`config.mk`:
```
export PLATFORM = sky130hd
export DESIGN_NAME = funnel_data_4_2_flat
export DESIGN_NICKNAME = d
export VERILOG_FILES = /design/src/rtl/funnel_data_4_2_if.sv /design/src/rtl/funnel_data_4_2.sv /design/src/flat_wrapper.sv
export SDC_FILE = /design/constraint.sdc
export NUM_CORES = 1
export LEC_CHECK = 0
export BUFFER_PORTS_ARGS = -buffer_cell sky130_fd_sc_hd__buf_2
export CORE_UTILIZATION = 47
export CTS_BUF_LIST = sky130_fd_sc_hd__clkbuf_16
export CTS_CLUSTER_SIZE = 40
export DETAILED_ROUTE_END_ITERATION = 12
export HOLD_SLACK_MARGIN = 0.08
export MAX_ROUTING_LAYER = met4
export PLACE_DENSITY = 0.76
export SKIP_CTS_REPAIR_TIMING = 1
export SYNTH_ARGS = -nofsm -noshare
export SYNTH_HDL_FRONTEND = slang
export SYNTH_SLANG_ARGS = --single-unit
```
`constraint.sdc`:
```
create_clock -name clk -period 2.1 [get_ports clk]
set_input_delay 0.42 -clock clk [delete_from_list [all_inputs] [get_ports clk]]
set_output_delay 0.42 -clock clk [all_outputs]
set_load 0.02 [all_outputs]
```
`src/rtl/funnel_data_4_2_if.sv`:
```
// Handshake bundle for funnel_data_4_2: config channel, 4-lane input word, two output lanes.
// The slave modport is the datapath's view; master is the environment driving it.
interface funnel_data_4_2_if #(
    parameter int unsigned WIDTH = 16
);
    logic                 t_cfg_req;
    logic                 t_cfg_ack;
    logic [1:0]           t_cfg_dat;
    logic                 t_0_req;
    logic                 t_0_ack;
    logic [4*WIDTH-1:0]   t_0_dat;
    logic                 i_0_req;
    logic                 i_0_ack;
    logic [WIDTH-1:0]     i_0_dat;
    logic                 i_1_req;
    logic                 i_1_ack;
    logic [WIDTH-1:0]     i_1_dat;
    logic                 busy;

    modport slave (
        input  t_cfg_req, t_cfg_dat, t_0_req, t_0_dat, i_0_ack, i_1_ack,
        output t_cfg_ack, t_0_ack, i_0_req, i_0_dat, i_1_req, i_1_dat, busy
    );

    modport master (
        output t_cfg_req, t_cfg_dat, t_0_req, t_0_dat, i_0_ack, i_1_ack,
        input  t_cfg_ack, t_0_ack, i_0_req, i_0_dat, i_1_req, i_1_dat, busy
    );
endinterface

```
`src/rtl/funnel_data_4_2.sv`:
```
// Buffers one 4-lane word and serialises it onto two output lanes in bit-reversed lane order,
// 4 beats on lane 0 (4:1) or 2 beats on both lanes (4:2), with zero-bubble reload.
module funnel_data_4_2 #(
    parameter int unsigned WIDTH = 16
) (
    input  logic                  clk,
    input  logic                  reset,
    funnel_data_4_2_if.slave      bus
);
    localparam logic [1:0] Mode41 = 2'd1;
    localparam logic [1:0] Mode42 = 2'd2;

    logic [1:0]         mode_q,  mode_d;
    logic [1:0]         wmode_q, wmode_d;
    logic [1:0]         state_q, state_d;
    logic               full_q,  full_d;
    logic [4*WIDTH-1:0] buf_q,   buf_d;

    logic [WIDTH-1:0]   lane [4];
    logic [1:0]         sel;
    logic [1:0]         sel_hi;
    logic [1:0]         state_nx;
    logic               mode_ok;
    logic               progress;
    logic               last;
    logic               done;
    logic               load;
    logic               cfg_wr;

    always_comb begin
        for (int i = 0; i < 4; i++) begin
            lane[i] = buf_q[i*WIDTH +: WIDTH];
        end
    end

    always_comb begin
        mode_ok  = (mode_q == Mode41) || (mode_q == Mode42);
        sel      = {state_q[0], state_q[1]};
        sel_hi   = sel + 2'd2;
        state_nx = state_q + wmode_q;
        last     = (state_nx == 2'd0);

        bus.i_0_req = full_q;
        bus.i_1_req = full_q && (wmode_q == Mode42);
        bus.i_0_dat = full_q ? lane[sel] : '0;
        // Lane 1 is unused in 4:1 and held at zero.
        bus.i_1_dat = bus.i_1_req ? lane[sel_hi] : '0;
        bus.busy    = full_q;

        unique case (wmode_q)
            Mode41:  progress = bus.i_0_req && bus.i_0_ack;
            Mode42:  progress = bus.i_0_req && bus.i_1_req && bus.i_0_ack && bus.i_1_ack;
            default: progress = 1'b0;
        endcase

        done          = full_q && progress && last;
        bus.t_0_ack   = mode_ok && (!full_q || done);
        bus.t_cfg_ack = !full_q;
        load          = bus.t_0_req && bus.t_0_ack;
        cfg_wr        = bus.t_cfg_req && bus.t_cfg_ack;
    end

    always_comb begin
        mode_d  = mode_q;
        wmode_d = wmode_q;
        state_d = state_q;
        full_d  = full_q;
        buf_d   = buf_q;

        if (cfg_wr) begin
            mode_d = bus.t_cfg_dat;
        end

        // The word captures the pre-write mode so a coincident cfg write affects the next word.
        if (load) begin
            buf_d   = bus.t_0_dat;
            wmode_d = mode_q;
            full_d  = 1'b1;
            state_d = 2'd0;
        end else if (done) begin
            full_d  = 1'b0;
            state_d = 2'd0;
        end else if (progress) begin
            state_d = state_nx;
        end
    end

    always_ff @(posedge clk) begin
        if (reset) begin
            mode_q  <= 2'd0;
            wmode_q <= 2'd0;
            state_q <= 2'd0;
            full_q  <= 1'b0;
            buf_q   <= '0;
        end else begin
            mode_q  <= mode_d;
            wmode_q <= wmode_d;
            state_q <= state_d;
            full_q  <= full_d;
            buf_q   <= buf_d;
        end
    end
endmodule

```
`src/flat_wrapper.sv`:
```
// flat-port wrapper written by rule: the top's interface ports become plain ports
module funnel_data_4_2_flat 
#(
    parameter int unsigned WIDTH = 16
)
  (clk, reset, bus_t_cfg_req, bus_t_cfg_dat, bus_t_0_req, bus_t_0_dat, bus_i_0_ack, bus_i_1_ack, bus_t_cfg_ack, bus_t_0_ack, bus_i_0_req, bus_i_0_dat, bus_i_1_req, bus_i_1_dat, bus_busy);
  funnel_data_4_2_if #(.WIDTH(WIDTH)) bus_i ();
  input  logic clk;
  input  logic reset;
  input wire logic [$bits(bus_i.t_cfg_req)-1:0] bus_t_cfg_req;
  input wire logic [$bits(bus_i.t_cfg_dat)-1:0] bus_t_cfg_dat;
  input wire logic [$bits(bus_i.t_0_req)-1:0] bus_t_0_req;
  input wire logic [$bits(bus_i.t_0_dat)-1:0] bus_t_0_dat;
  input wire logic [$bits(bus_i.i_0_ack)-1:0] bus_i_0_ack;
  input wire logic [$bits(bus_i.i_1_ack)-1:0] bus_i_1_ack;
  output wire logic [$bits(bus_i.t_cfg_ack)-1:0] bus_t_cfg_ack;
  output wire logic [$bits(bus_i.t_0_ack)-1:0] bus_t_0_ack;
  output wire logic [$bits(bus_i.i_0_req)-1:0] bus_i_0_req;
  output wire logic [$bits(bus_i.i_0_dat)-1:0] bus_i_0_dat;
  output wire logic [$bits(bus_i.i_1_req)-1:0] bus_i_1_req;
  output wire logic [$bits(bus_i.i_1_dat)-1:0] bus_i_1_dat;
  output wire logic [$bits(bus_i.busy)-1:0] bus_busy;
  assign bus_i.t_cfg_req = bus_t_cfg_req;
  assign bus_i.t_cfg_dat = bus_t_cfg_dat;
  assign bus_i.t_0_req = bus_t_0_req;
  assign bus_i.t_0_dat = bus_t_0_dat;
  assign bus_i.i_0_ack = bus_i_0_ack;
  assign bus_i.i_1_ack = bus_i_1_ack;
  assign bus_t_cfg_ack = bus_i.t_cfg_ack;
  assign bus_t_0_ack = bus_i.t_0_ack;
  assign bus_i_0_req = bus_i.i_0_req;
  assign bus_i_0_dat = bus_i.i_0_dat;
  assign bus_i_1_req = bus_i.i_1_req;
  assign bus_i_1_dat = bus_i.i_1_dat;
  assign bus_busy = bus_i.busy;
  funnel_data_4_2 #(.WIDTH(WIDTH)) u_core (.clk(clk), .reset(reset), .bus(bus_i));
endmodule
```
==> impl_metrics.yaml, run 1 <==
logic_synthesis:
  synth_ff_type: "dfxtp_1"
  yosysUniqueCellTypes: 26
  synth-edff-count: 0
  synthCells: 411
  synth.avg_cell_area_sq_um: 9.227
  yosysSeqAreaShare_pct: 37.48
  synth-async-reset-ratio_pct: 0
  synth_common_cells: "dfxtp_1 (71), a21oi_1 (68), nand3_1 (65), o21ai_1 (40), mux4_2 (32)"
  syn_area_sq_um: 3792
  synth_area_leaders: "dfxtp_1 (37%), mux4_2 (19%), a21oi_1 (9.0%)"
  yosysMostFrequentCell: "dfxtp_1"
  synth_top_area_share_pct: 37.48
  yosysWarnings: 0
  synth_top_cell_by_area: "dfxtp_1"
  synth_seq_cells: 71
  syn-num-nets: 486
cts:
  clock_latency_ps: 340
  clockRootBuffer: "clkbuf_16"
  cts_buffers: 9
  clock-sinks: 71
  clkSlewWorstSetupHoldPaths_ps: 50
  ctsHtreeMaxLevel: 3
  clock_path_buffers: 2
  tritoncts: "built"
sta:
  tightest_slew_ps: 608.7
  finalCriticalPeriod_ps: 2331
  period_share_pct: 111.0
  finClkSkew_ps: 6.929
  fmax_mhz: 429.0
  maxSlewViolCount: 0
  setup_ws_ps: -231.1
  rsz0062_at_grt: "true"
  whs_ps: 330.6
  relSlewSlack_pct: 59.42
  setup_viol: 85
  hold_violations: 0
grt:
  grt_first_pass_wirelength_um: 16460
  grt_use_total_pct: 25.56
  grt_max_degree: 67
  antenna_found_initial: 0
  grt_overflow: 0
  grt_pass1_vias: 3340
die:
  dieArea_sq_um: 8432
  ios: 109
  die_h_um: 91.83
  coreArea_sq_um: 7767
  start_util_pct: 48.82
  dieWidth_um: 91.83
  rows: 32
detailed_routing:
  post_drt_wl_per_cell_um: 22.41
  viasPerCell: 6.378
  finalWirelength_um: 14570
  drt-initial-drc-count: 412
  vias: 4146
  drt_pre_antenna_iters: 6
  antenna_left: 0
  drc: 0
finish:
  utilization_pct: 75.37
  stdcell_count: 650
  synthToLayoutAreaGrowth_pct: 54.37
  antenna_cells: 0
  nets: 619
  drive_gt1_share_pct: 56.02
  final_cell_area_sq_um: 5854
worst_setup_path:
  critical_path.cell_chain: "inv_2 -> ha_4 -> nand3b_1 -> o41ai_4 -> and2_4 -> buf_6"
  slowest_delay_ps: 390
  ff2ff_setup_slack_ps: -170
  worstPathMaxFanout: 4
  cpMaxStageDelayCell: "o41ai_4"
  worstSetupEndpointType: "primary output"
  arrival_ps: 1910
  worst-setup-path-type: "flip-flop to primary output"
  required_ps: 1680
  cp-start-kind: "flip-flop"
status:
  status: "complete, but fails checks"
  violations: "setup timing"
power:
  power_density_nw_per_um2: 607.1
  vdd_ir_drop_max_mv: 0.3508
  p_leak_uw: 0.002181
placement:
  routabilityCongestion: 0.8303
  dp_cells: 593
  place_hpwl_um: 6905
  port_buffers: 108
  place_area_sq_um: 4466
run:
  cap_violations: 0
worst_hold_path:
  hold_class: "input pin to flip-flop"
## where the power goes
part	leakage [uW]	internal, uW	switching, uW
Combinational	0.00147	328	393
Sequential	0.000579	1420	69.8
Clock	0.000130	777	569
## sequential cells by signal, summed over array words and instances, names as in the netlist
| signal | count |
|---|---|
| u_core.buf_q | 64 |
| u_core.wmode_q | 2 |
| u_core.state_q | 2 |
| u_core.bus.busy | 1 |
| u_core.mode_q | 2 |
## worst max-delay path, delay by kind of cell (launching register included)
kind                       cells  cell delay [ps]
AOI/OAI and AO/OA              1              390
buffers and inverters          2              160
adders and majority gates      1              190
and+or+nand+nor                2              480
DFF                            1              350
## layer usage
layer  vias up  track usage [%]  part of all wire, %
met4         0            8.724                  4.6
met3        65            5.390                  8.8
met5         -                -                    0
met2       300            39.22                   48
met1      1989            33.80                   39
li1       1792                -                    -
## logic make-up (layout without fill, tap and decap cells)
family,Yosys count,after routing,synth area share [%]
compound gates,136,136,18.77
simple gates,110,110,15.54
flops,71,71,37.48
buf+inv,52,189,6.103
mux,35,35,19.80
xor+xnor,4,4,1.320
fa+ha+maj,3,3,0.9899
## metrics by stage
step / setup slack [ps] / power (uW) / setup TNS [ps]
2_1_floorplan: -80.41 / 1798 / -80.41
3_5_place_dp: -55.41 / 1983 / -555.5
4_1_cts: -320.2 / 3282 / -3886
6_report: -231.1 / 3554 / -7887
5_1_grt: -288.6 / 3669 / -11500
3_3_place_gp: 50.34 / 1962 / 0
## worst paths after layout
| path | to | start | depth (start not counted) |
|---|---|---|---|
| worst max-delay path | bus_t_0_ack | u_core.wmode_q[0] | 6 |
| worst min-delay path | u_core.mode_q[1] | bus_t_cfg_dat[1] | 3 |
| worst max register to register | u_core.buf_q[34] | u_core.wmode_q[0] | 9 |
| worst min register to register | u_core.buf_q[27] | u_core.buf_q[27] | 2 |
## layout make-up
type | count | area [sq um]
fill | 473 | 1913
timing repair buffer | 170 | 1514
multi-input combinational | 288 | 2511
tap | 102 | 127.6
clock buffer | 9 | 225.2
sequential | 71 | 1431
clock inverter | 6 | 30.03
inverter | 4 | 15.01
## layout by cell type (no fill, tap or decap), drive strengths merged
master    count
clkinvlp      1
and2         18
nand3b        1
a21oi        68
inv           5
ha            3
xor2          1
xnor2         2
o21ai        65
clkbuf       20
nor2b        17
nor3          3
nand2         2
xor3          1
mux4         32
o41ai         1
nand3        65
nor2          4
dfxtp        71
a211oi        1
buf         159
clkinv        4
mux2i         3
o41a          1
Power figures use the tool's default switching activity.
==> run 2: changes to the inputs <==
--- a/config.mk
+++ b/config.mk
@@ -5,14 +5,15 @@
 export SDC_FILE = /design/constraint.sdc
 export NUM_CORES = 1
 export LEC_CHECK = 0
+export ABC_AREA = 1
 export BUFFER_PORTS_ARGS = -buffer_cell sky130_fd_sc_hd__buf_2
-export CORE_UTILIZATION = 47
+export CORE_UTILIZATION = 49
 export CTS_BUF_LIST = sky130_fd_sc_hd__clkbuf_16
 export CTS_CLUSTER_SIZE = 40
 export DETAILED_ROUTE_END_ITERATION = 12
 export HOLD_SLACK_MARGIN = 0.08
 export MAX_ROUTING_LAYER = met4
-export PLACE_DENSITY = 0.76
+export PLACE_DENSITY = 0.77
 export SKIP_CTS_REPAIR_TIMING = 1
 export SYNTH_ARGS = -nofsm -noshare
 export SYNTH_HDL_FRONTEND = slang
==> run 2 against run 1 <==
  * The flow still finishes with violations (setup timing)
  * Clock power increased by 9%
  * Combinational power increased by 33%
  * Register-to-register slack improved by 290 ps
  * Total power increased by 12%
  * Global-route usage increased by 1.1 points
  * Count of clock-buffer cells in the layout unchanged
  * Critical path type unchanged
  * Critical endpoint unchanged
  * Largest cell class unchanged
  * Highest routed layer unchanged
==> impl_metrics.yaml, run 2 <==
status:
  status: "complete, but fails checks"
  violations: "setup timing"
worst_setup_path:
  required_ps: 1680
  worstPathMaxFanout: 4
  reg2reg_from: "u_core.wmode_q[0]"
  worst-setup-path-type: "flip-flop to primary output"
  rr_endpoint: "u_core.buf_q[33]"
  worstSetupEndpointType: "primary output"
  arrival_ps: 1700
  cp-start-kind: "flip-flop"
  ff2ff_setup_slack_ps: 120
  r2r_cells: 12
placement:
  place_hpwl_um: 8296
  place_area_sq_um: 5115
  port_buffers: 108
  routabilityCongestion: 0.8371
cts:
  clock_latency_ps: 330
  ctsHtreeMaxLevel: 3
  clock_path_buffers: 2
  clockRootBuffer: "clkbuf_16"
  cts_buffers: 9
  tritoncts: "built"
  clock-sinks: 71
  clkSlewWorstSetupHoldPaths_ps: 60
logic_synthesis:
  yosysSeqAreaShare_pct: 32.02
  synth_ff_type: "dfxtp_1"
  synth_seq_cells: 71
  synth_top_area_share_pct: 32.02
  synth.avg_cell_area_sq_um: 5.626
  synth_top_cell_by_area: "dfxtp_1"
  syn-num-nets: 864
  yosysWarnings: 0
  yosysUniqueCellTypes: 19
  synth_common_cells: "inv_1 (204), nand2_1 (180), nor2_1 (139), dfxtp_1 (71), o21ai_0 (67)"
  syn_area_sq_um: 4439
  yosysMostFrequentCell: "inv_1"
  synth_area_leaders: "dfxtp_1 (32%), inv_1 (17%), nand2_1 (15%)"
  synth-edff-count: 0
  synthCells: 789
  synth-async-reset-ratio_pct: 0
grt:
  grt_use_total_pct: 26.66
  grt_max_degree: 58
  grt_first_pass_wirelength_um: 19930
  antenna_found_initial: 0
  grt_overflow: 0
  grt_pass1_vias: 4232
power:
  pwr-share-seq_pct: 39.2
  p_sw_share_pct: 31.39
  vdd_ir_drop_max_mv: 0.4033
  internal-power_uw: 2736
  combPwrFrac_pct: 24.0
  p_switching_uw: 1252
  clkPwrFrac_pct: 36.9
  power_density_nw_per_um2: 729.8
  p_leak_uw: 0.003202
finish:
  regMostFlops: "u_core.buf_q"
  largest_reg_flops: 64
  drive_gt1_share_pct: 18.28
  nets: 956
  layout_commonest_cell: "inv_1"
  synthToLayoutAreaGrowth_pct: 23.11
  most-common-layout-cells: "inv_1 (204), nand2_1 (178), nor2_1 (137), buf_2 (105), dfxtp_1 (69)"
  final_cell_area_sq_um: 5465
  antenna_cells: 0
sta:
  setup_ws_ps: -21.03
  finalCriticalPeriod_ps: 2121
  tightest_slew_ps: 515.5
  hold_violations: 0
  maxSlewViolCount: 0
  rsz0062_at_grt: "true"
  relSlewSlack_pct: 65.63
  whs_ps: 335.9
  setup_viol: 1
  period_share_pct: 101.0
  fmax_mhz: 471.5
  finClkSkew_ps: 5.294
detailed_routing:
  finalWirelength_um: 11980
  drt-initial-drc-count: 295
  antenna_left: 0
  vias: 4757
  drt_pre_antenna_iters: 5
  drc: 0
  post_drt_wl_per_cell_um: 12.05
  viasPerCell: 4.786
die:
  dieWidth_um: 97.18
  coreArea_sq_um: 8763
  ios: 109
  rows: 34
  die_h_um: 97.18
  start_util_pct: 50.66
  dieArea_sq_um: 9444
worst_hold_path:
  hold_depth: 3
  hold_class: "input pin to flip-flop"
  hold_end: "u_core.mode_q[0]"
  min_from: "bus_t_cfg_dat[0]"
run:
  cap_violations: 0
run 2: final cells by class:
type	instances	area (sq um)
Inverter	205	769.5
Tap cell	108	135.1
Clock buffer	9	225.2
Fill cell	905	3298
Clock inverter	7	56.30
Timing Repair Buffer	133	784.5
Sequential cell	71	1426
Multi-Input combinational cell	461	2068
run 2: power by group through the flow:
| stage | Sequential, uW | Combinational (uW) | Clock, uW |
|---|---|---|---|
| after floorplan | 1570 | 671 | 0 |
| after global placement | 1580 | 913 | 0 |
| after detailed placement | 1590 | 925 | 0 |
| after CTS | 1560 | 938 | 1480 |
| after global routing | 1580 | 1090 | 1560 |
| final | 1560 | 956 | 1470 |
run 2: worst max-delay path, cell delays in order (launching register included):
cell and delay [ps]:
dfxtp_2 350, inv_2 40, ha_2 280, nor2_2 110
nand2_2 90, nor2_2 100, nand2_2 80, a21boi_2 160
buf_4 160
run 2: worst max-delay path by stage:
stage / from / to / slack, ps
global route: u_core.wmode_q[0] / bus_t_0_ack / -180
global placement: u_core.wmode_q[0] / bus_t_0_ack / 190
floorplan: u_core.mode_q[0] / bus_t_0_ack / 90
finish: u_core.wmode_q[0] / bus_t_0_ack / -20
detailed placement: u_core.wmode_q[0] / u_core.buf_q[16] / 150
CTS: u_core.wmode_q[0] / bus_t_0_ack / -180
run 2: per-stage QoR:
step	setup WS (ps)	power, uW	setup TNS [ps]	cells	utilization (%)
after floorplan	90.64	2243	0	789	-
after global placement	187.1	2497	0	975	58.37
after detailed placement	152.7	2514	0	975	58.37
after CTS	-179.5	3983	-638.0	991	61.58
after global routing	-176.2	4225	-2450	994	62.36
final	-21.03	3988	-21.03	994	62.36
run 2: logic make-up (layout without fill, tap and decap cells):
kind of cell	after synthesis	count (layout)	synth area share (%)
adder cells (fa/ha/maj)	3	3	0.8456
flip-flops	71	71	32.02
buffers and inverters	257	354	22.35
AO/OA/AOI/OAI	69	69	7.835
XOR/XNOR	1	1	0.1973
AND/OR/NAND/NOR	388	388	36.75
run 2: per-layer routing:
layer / up-vias / share of wire [%] / GRT usage [%]
li1: 2517 / - / -
met1: 2051 / 44 / 35.12
met2: 164 / 46 / 40.85
met3: 25 / 6.6 / 4.532
met4: 0 / 2.5 / 10.22
met5: - / 0 / -
==> run 3: changes to the inputs <==
==> constraint.sdc (replaced) <==
create_clock -name clk -period 2.1 [get_ports clk]
set_input_delay 0.21 -clock clk [delete_from_list [all_inputs] [get_ports clk]]
set_output_delay 0.21 -clock clk [all_outputs]
set_load 0.02 [all_outputs]
==> run 3 against run 2 <==
  * The run now ends clean
  * Clock power hardly changed
  * Die area stayed put
  * Utilization is 0.91 points lower
  * First-iteration DRC count is 5.1% lower
  * Global-route usage is 1.1 points lower
  * Fmax is 8.5% higher
  * Highest routed layer unchanged
==> impl_metrics.yaml, run 3 (same netlist as run 2, synthesis figures left out) <==
status:
  status: "complete, no violations"
die:
  dieWidth_um: 97.18
  rows: 34
  coreArea_sq_um: 8763
  dieArea_sq_um: 9444
  ios: 109
  die_h_um: 97.18
  start_util_pct: 50.66
power:
  finalPower_uw: 3971
  vdd_ir_drop_max_mv: 0.4715
  power_density_nw_per_um2: 737.4
  p_leak_uw: 0.003148
run:
  cap_violations: 0
grt:
  antenna_found_initial: 0
  grt_first_pass_wirelength_um: 19240
  grt_max_degree: 71
  grt_overflow: 0
  grt_pass1_vias: 4181
  grt_use_total_pct: 25.54
sta:
  maxSlewViolCount: 0
  rsz0062_at_grt: "false"
  hold_violations: 0
  period_share_pct: 93.11
  final.setup.tns_ps: 0
  setup_viol: 0
  finClkSkew_ps: 7.522
  tightest_slew_ps: 442.8
  finalCriticalPeriod_ps: 1955
  fmax_mhz: 511.4
  relSlewSlack_pct: 70.17
finish:
  stdcell_count: 987
  final_cell_area_sq_um: 5385
  most-common-layout-cells: "inv_1 (205), nand2_1 (179), nor2_1 (139), buf_2 (107), dfxtp_1 (69)"
  regMostFlops: "u_core.buf_q"
  fill_cells: 875
  multi_input_area_sq_um: 2051
  synthToLayoutAreaGrowth_pct: 21.31
  drive_gt1_share_pct: 16.72
  largest_reg_flops: 64
  antenna_cells: 0
  utilization_pct: 61.45
  seq_area_sq_um: 1424
  nets: 949
  layout_commonest_cell: "inv_1"
placement:
  place_area_sq_um: 5085
  place_hpwl_um: 8061
  routabilityCongestion: 0.8669
  port_buffers: 108
  dp_cells: 971
worst_setup_path:
  r2r_cells: 12
  worstSetupEndpointType: "primary output"
  cp-start-kind: "flip-flop"
  ff2ff_setup_slack_ps: 260
  worstPathMaxFanout: 39
  reg2reg_from: "u_core.wmode_q[0]"
  arrival_ps: 1750
  required_ps: 1890
  rr_endpoint: "u_core.buf_q[13]"
  worst-setup-path-type: "flip-flop to primary output"
detailed_routing:
  post_drt_wl_per_cell_um: 11.65
  drc: 0
  antenna_left: 0
  viasPerCell: 4.717
  drt_pre_antenna_iters: 4
  drt-initial-drc-count: 280
  finalWirelength_um: 11500
  vias: 4656
cts:
  tritoncts: "built"
  ctsHtreeMaxLevel: 3
  clockRootBuffer: "clkbuf_16"
  clock-sinks: 71
  cts_buffers: 9
  clock_path_buffers: 2
  clock_latency_ps: 330
  clkSlewWorstSetupHoldPaths_ps: 60
worst_hold_path:
  hold_end: "u_core.mode_q[0]"
  hold_class: "input pin to flip-flop"
  min_from: "bus_t_cfg_dat[0]"
  hold_depth: 3
-- run 3: critical path, stage by stage, from the launching register on --
cell and delay [ps]:
dfxtp_2 380, buf_12 190, o21ai_0 370, o21ai_0 130, nor2_1 160, buf_2 190
-- run 3: area by class of cell --
cell class                 count  share of cell area (%)
clock buffer                   9                   4.182
clock inverter                 7                   1.208
inverter                     205                   14.29
multi-input combinational    461                   38.08
sequential                    71                   26.44
tap                          108                   2.509
timing repair buffer         126                   13.29
-- run 3: per-layer routing --
metal | global-route usage [%] | wire length, um
met1 | 33.99 | 5406
met2 | 40.41 | 5192
met3 | 4.029 | 779
met4 | 6.774 | 123
met5 | - | 0
-- run 3: power by group --
group | leakage, uW | total (uW) | internal, uW | switching [uW]
sequential | 0.000583 | 1560 | 1500 | 63.4
combinational | 0.00243 | 932 | 335 | 598
clock | 0.000138 | 1480 | 908 | 570
total | 0.00315 | 3970 | 2740 | 1230
-- run 3: how the worst max path moves through the flow --
stage | start | endpoint | slack (ps)
floorplan | u_core.bus.busy | bus_i_1_dat[10] | 150
global placement | u_core.wmode_q[0] | u_core.buf_q[5] | 310
detailed placement | u_core.wmode_q[0] | u_core.buf_q[11] | 260
CTS | u_core.wmode_q[0] | bus_t_0_ack | 20
global route | u_core.state_q[1] | bus_i_0_dat[12] | 40
finish | u_core.state_q[1] | bus_i_1_dat[9] | 140
-- run 3: stage by stage --
stage / hold slack (ps) / setup slack, ps
after CTS: 152.9 / 20.21
after floorplan: 373.2 / 151.8
after detailed placement: 495.7 / 261.7
after global placement: 489.7 / 308.8
after global routing: 189.4 / 35.66
final: 151.7 / 144.6
